**config.mk**
```make
export PLATFORM = sky130hd
export DESIGN_NAME = student_ss_analog_seq
export DESIGN_NICKNAME = d
export VERILOG_FILES = /design/src/rtl/student_ss_analog_pkg.sv /design/src/rtl/analog_ch_pick.sv /design/src/rtl/student_ss_analog_seq.sv
export SDC_FILE = /design/constraint.sdc
export NUM_CORES = 1
export LEC_CHECK = 0
export CAP_MARGIN = 10
export CORE_UTILIZATION = 40
export CTS_CLUSTER_DIAMETER = 40
export DETAILED_ROUTE_END_ITERATION = 8
export GPL_TIMING_DRIVEN = 0
export PLACE_DENSITY = 0.72
export SETUP_SLACK_MARGIN = 0.05
export SYNTH_ARGS = -nofsm -noshare
export SYNTH_HDL_FRONTEND = slang
export SYNTH_SLANG_ARGS = --single-unit
```
**constraint.sdc**
```tcl
create_clock -name clk_in -period 5.9 [get_ports clk_in]
set_clock_uncertainty 0.2 [all_clocks]
set_input_delay 1.18 -clock clk_in [delete_from_list [all_inputs] [get_ports clk_in]]
set_output_delay 1.18 -clock clk_in [all_outputs]
set_load 0.01 [all_outputs]
```
**src/rtl/student_ss_analog_pkg.sv**
```systemverilog
// Shared types and constants for the analog student subsystem sequencer.
package student_ss_analog_pkg;
  localparam int NUM_CH        = 4;
  localparam int CH_W          = 2;
  localparam int DEF_MAX_RETRY = 3;
  localparam int RETRY_W       = 3;

  typedef enum logic [2:0] {
    ST_IDLE,
    ST_SETTLE,
    ST_SAMPLE,
    ST_CHECK,
    ST_EMIT,
    ST_DONE
  } state_e;
endpackage

```
**src/rtl/analog_ch_pick.sv**
```systemverilog
// Next enabled channel finder: lowest set mask bit when first=1,
// otherwise the lowest set bit strictly above cur; none=1 if there is none.
module analog_ch_pick
  import student_ss_analog_pkg::*;
(
  input  logic [NUM_CH-1:0] mask,
  input  logic [CH_W-1:0]   cur,
  input  logic              first,
  output logic [CH_W-1:0]   nxt,
  output logic              none
);

  // Descending scan so the last qualifying hit is the lowest one.
  always_comb begin
    nxt  = '0;
    none = 1'b1;
    for (int i = NUM_CH - 1; i >= 0; i--) begin
      if (mask[i] && (first || (i > int'(cur)))) begin
        nxt  = CH_W'(i);
        none = 1'b0;
      end
    end
  end

endmodule

```
**src/rtl/student_ss_analog_seq.sv**
```systemverilog
// Analog measurement sequencer: enable, settle, then capture each enabled
// status word once two consecutive reads agree, streaming results out.
module student_ss_analog_seq
  import student_ss_analog_pkg::*;
#(
  parameter int SETTLE_W  = 16,
  parameter int MAX_RETRY = DEF_MAX_RETRY
) (
  input  logic                clk_in,
  input  logic                rst_in,
  input  logic                start_in,
  input  logic                abort_in,
  input  logic [SETTLE_W-1:0] settle_cycles_in,
  input  logic [NUM_CH-1:0]   ch_mask_in,
  input  logic [31:0]         status_0_in,
  input  logic [31:0]         status_1_in,
  input  logic [31:0]         status_2_in,
  input  logic [31:0]         status_3_in,
  output logic                ana_en_out,
  output logic [CH_W-1:0]     ana_sel_out,
  output logic                res_valid_out,
  input  logic                res_ready_in,
  output logic [31:0]         res_data_out,
  output logic [CH_W-1:0]     res_ch_out,
  output logic                res_err_out,
  output logic                busy_out,
  output logic                done_out
);

  state_e                    state_q, state_d;
  logic [SETTLE_W-1:0]       settle_q, settle_d;
  logic [RETRY_W-1:0]        retry_q, retry_d;
  logic [NUM_CH-1:0]         mask_q, mask_d;
  logic [CH_W-1:0]           ch_d;
  logic [31:0]               shadow_q, shadow_d;
  logic [31:0]               data_d;
  logic [CH_W-1:0]           rch_d;
  logic                      err_d;
  logic [NUM_CH-1:0][31:0]   st;
  logic [31:0]               cur_status;
  logic [NUM_CH-1:0]         pick_mask;
  logic                      pick_first, pick_none;
  logic [CH_W-1:0]           pick_nxt;

  assign st         = {status_3_in, status_2_in, status_1_in, status_0_in};
  assign cur_status = st[ana_sel_out];

  // In IDLE the mask is not latched yet, so look at the live input.
  assign pick_first = (state_q == ST_IDLE);
  assign pick_mask  = pick_first ? ch_mask_in : mask_q;

  analog_ch_pick u_pick (
    .mask  (pick_mask),
    .cur   (ana_sel_out),
    .first (pick_first),
    .nxt   (pick_nxt),
    .none  (pick_none)
  );

  always_comb begin
    state_d  = state_q;
    settle_d = settle_q;
    retry_d  = retry_q;
    mask_d   = mask_q;
    ch_d     = ana_sel_out;
    shadow_d = shadow_q;
    data_d   = res_data_out;
    rch_d    = res_ch_out;
    err_d    = res_err_out;
    if (abort_in) begin
      state_d = ST_IDLE;
    end else begin
      unique case (state_q)
        ST_IDLE: begin
          if (start_in) begin
            mask_d   = ch_mask_in;
            settle_d = settle_cycles_in;
            retry_d  = '0;
            if (pick_none) begin
              state_d = ST_DONE;
            end else begin
              state_d = ST_SETTLE;
              ch_d    = pick_nxt;
            end
          end
        end
        ST_SETTLE: begin
          if (settle_q == '0) state_d = ST_SAMPLE;
          else                settle_d = settle_q - 1'b1;
        end
        ST_SAMPLE: begin
          shadow_d = cur_status;
          state_d  = ST_CHECK;
        end
        ST_CHECK: begin
          if (cur_status == shadow_q) begin
            data_d  = shadow_q;
            rch_d   = ana_sel_out;
            err_d   = 1'b0;
            state_d = ST_EMIT;
          end else if (retry_q < RETRY_W'(MAX_RETRY)) begin
            retry_d  = retry_q + 1'b1;
            shadow_d = cur_status;
          end else begin
            data_d  = cur_status;
            rch_d   = ana_sel_out;
            err_d   = 1'b1;
            state_d = ST_EMIT;
          end
        end
        ST_EMIT: begin
          if (res_ready_in) begin
            retry_d = '0;
            if (pick_none) begin
              state_d = ST_DONE;
            end else begin
              state_d = ST_SAMPLE;
              ch_d    = pick_nxt;
            end
          end
        end
        ST_DONE: state_d = ST_IDLE;
        default: state_d = ST_IDLE;
      endcase
    end
  end

  // Status outputs are registered copies of what the next state implies.
  always_ff @(posedge clk_in or posedge rst_in) begin
    if (rst_in) begin
      state_q       <= ST_IDLE;
      settle_q      <= '0;
      retry_q       <= '0;
      mask_q        <= '0;
      shadow_q      <= '0;
      ana_sel_out   <= '0;
      res_data_out  <= '0;
      res_ch_out    <= '0;
      res_err_out   <= 1'b0;
      ana_en_out    <= 1'b0;
      res_valid_out <= 1'b0;
      busy_out      <= 1'b0;
      done_out      <= 1'b0;
    end else begin
      state_q       <= state_d;
      settle_q      <= settle_d;
      retry_q       <= retry_d;
      mask_q        <= mask_d;
      shadow_q      <= shadow_d;
      ana_sel_out   <= ch_d;
      res_data_out  <= data_d;
      res_ch_out    <= rch_d;
      res_err_out   <= err_d;
      ana_en_out    <= (state_d == ST_SETTLE) || (state_d == ST_SAMPLE) ||
                       (state_d == ST_CHECK)  || (state_d == ST_EMIT);
      res_valid_out <= (state_d == ST_EMIT);
      busy_out      <= (state_d != ST_IDLE);
      done_out      <= (state_d == ST_DONE);
    end
  end

endmodule
```
==> out/results.ini <==
[placed_design]
buffer_ports.inserted=192
dp_hpwl_um=11680
gp_congestion=0.8335

[pwr]
power.share.clock=0.213
switching_share=0.3396
power_density_mw_per_mm2=342.9
power_leakage_uw=0.003294
power_switching_uw=927.9
ir_worst_vdd_v=0.0001573
power.internal_uw=1805
comb_power_share=0.433
pwr-share-seq=0.354

[sta]
worst_pin_slew_ps=904.8
post-route-period-util=0.6819
rsz0062_at_grt=false
fin_tns_setup_ps=0
relSlewSlack=0.3922
drv_slew=0
hold_viol=0
hold_slack_ps=284.2
period_minus_slack_ps=4023
max_freq_mhz=248.5
setup_viol_count_final=0

[floorplan]
start_util=0.4124
die_h_um=119.3
die_area_mm2=0.01424
num_rows=42
die_w_um=119.3
core_mm2=0.01335
ios=194

[global_routing]
grt_first_pass_wirelength_um=24460
track_usage=0.2203
antenna_found_initial=0
grt_start_max_net_pins=57
overflow=0
grt_pass1_vias=4801

[setup_path]
crit_arrival_ps=4040
reg2regPathDepth=11
crit_slowest_cell=mux4_2
start_kind=input port
worst-path-buf-inv=3
cp-end-kind=register
crit_type=input port to register
slowest_delay_ps=520
crit_cells=10
path_max_fanout=10
crit_required_ps=5920
cp_cell_sequence=clkdlybuf4s50_1, mux4_2, xnor2_1, nand4_1, nor4_2, nand2_2, a21boi_1, buf_4, buf_6, mux2_1
crit_family=multiplexers

[logic_synthesis]
ys_seq_elements=98
ys.flop_type=dfrtp_1
synthCells=453
synth_cell_type_count=51
synth.area.top_cells=dfrtp_1, mux2_1, mux4_2, xnor2_1, a21oi_1
synth-async-reset-ratio=1.000
synth_top_area_cell=dfrtp_1
yosysMostFrequentCell=dfrtp_1
ys_top_cells_by_count=dfrtp_1, mux2_1, mux4_2, xnor2_1, a21oi_1
yosysWarnings=0
yosysSeqAreaShare=0.4455
syn_nets=608
synth_edf_count=0
netlist_area_mm2=0.005505
postSynthAreaPerCell_um2=12.15
synth_top_area_share=0.4455

[hold_path]
min_path_type=register to register
min_path_cells=1

[clocking]
cts_buffers=9
cts-htree-levels=3
clock_path_buffers=2
post-cts-setup-buffers=0
cts.hold.buffers_added=0
tritoncts=done
worst_skew_pair.late_latency_ps=340
root_buffer=clkbuf_16
cts.sinks=98
clk_pin_slew_ps=60
cts-resized-gates=0

[layout]
utilization=0.5971
drive_gt1_frac=0.1178
fin_nets=812
syn2layout_area_growth_pct=44.77
num_antenna_cells=0

[drt]
firstDrtPassIters=7
drtIter0Drc=227
drc_errors=0
wl_um=15110
vias=4531
antenna_left=0
vias_per_cell=5.407
drt-wirelength-per-cell_um=18.03

[run_status]
outcome=completed

[job]
drv_cap=0

## metrics by stage
stage	setup WS (ps)	instances	power, µW	area [µm²]
2_1_floorplan	1958	453	1785	5505
3_3_place_gp	416.7	821	2131	7647
3_5_place_dp	1503	822	2177	7677
4_1_cts	1834	838	2771	7970
5_1_grt	1630	838	2920	7970
6_report	1877	838	2733	7970
## sequential cells by signal (all words and copies together) (netlist names)
name and flops:
busy_out 1, ana_en_out 1, state_q 3, res_err_out 1
done_out 1, mask_q 3, res_ch_out 2, ana_sel_out 2
shadow_q 32, retry_q 3, res_data_out 32, res_valid_out 1
settle_q 16
## logic make-up after synthesis
kind of cell             synth area share
buffers and inverters             0.03455
XOR/XNOR                          0.05091
flip-flops                         0.4455
AO/OA/AOI/OAI                     0.08591
adder cells (fa/ha/maj)          0.004545
AND/OR/NAND/NOR                   0.09523
multiplexers                       0.2834
## layout make-up
cell class | count | area, µm²
plain buffers | 26 | 160.2
clock buffers | 9 | 225.2
clock inverters | 7 | 67.56
fillers | 1145 | 5378
inverters | 8 | 32.53
multi-input cells | 321 | 2863
flip-flops and latches | 98 | 2452
well taps | 176 | 220.2
repair buffers | 193 | 1949
## worst paths after layout
path	startpoint	endpoint	slack [ps]
hold reg to reg	res_data_out[5]$_DFFE_PP0P_	res_data_out[5]$_DFFE_PP0P_	280
hold / removal	res_data_out[5]$_DFFE_PP0P_	res_data_out[5]$_DFFE_PP0P_	280
min in group asynchronous	rst_in	settle_q[2]$_DFFE_PP0P_	1060
max in group asynchronous	rst_in	shadow_q[25]$_DFFE_PP0P_	3780
setup reg to reg	ana_sel_out[1]$_DFFE_PP0P_	res_data_out[0]$_DFFE_PP0P_	2040
setup / recovery	status_3_in[13]	res_data_out[0]$_DFFE_PP0P_	1880
## routing by layer
layer | track usage | vias up | share of wire
met1 | 0.2609 | 2254 | 0.41
li1 | - | 2096 | -
met3 | 0.04885 | 17 | 0.064
met4 | 0.06563 | 0 | 0.014
met2 | 0.3972 | 164 | 0.52
met5 | 0 | - | 0
## power by group through the flow
stage | sequential (µW) | combinational [µW] | clock (µW)
2_1_floorplan | 959 | 826 | 0
3_3_place_gp | 965 | 1170 | 0
3_5_place_dp | 979 | 1200 | 0
4_1_cts | 966 | 1210 | 598
6_report | 969 | 1180 | 582
5_1_grt | 991 | 1300 | 630
## placed cells by master (no fill, tap or decap), drive strengths merged, types with 5 or more instances in the layout
| master | instances |
|---|---|
| a21oi | 31 |
| buf | 15 |
| clkbuf | 21 |
| clkdlybuf4s50 | 192 |
| clkinv | 5 |
| dfrtp | 98 |
| inv | 9 |
| mux2 | 71 |
| mux4 | 32 |
| nand2 | 20 |
| nand2b | 6 |
| nand4 | 8 |
| nor2 | 27 |
| nor3 | 12 |
| nor4 | 5 |
| o21ai | 22 |
| xnor2 | 32 |
No activity file was read; power rests on OpenSTA's default activity.
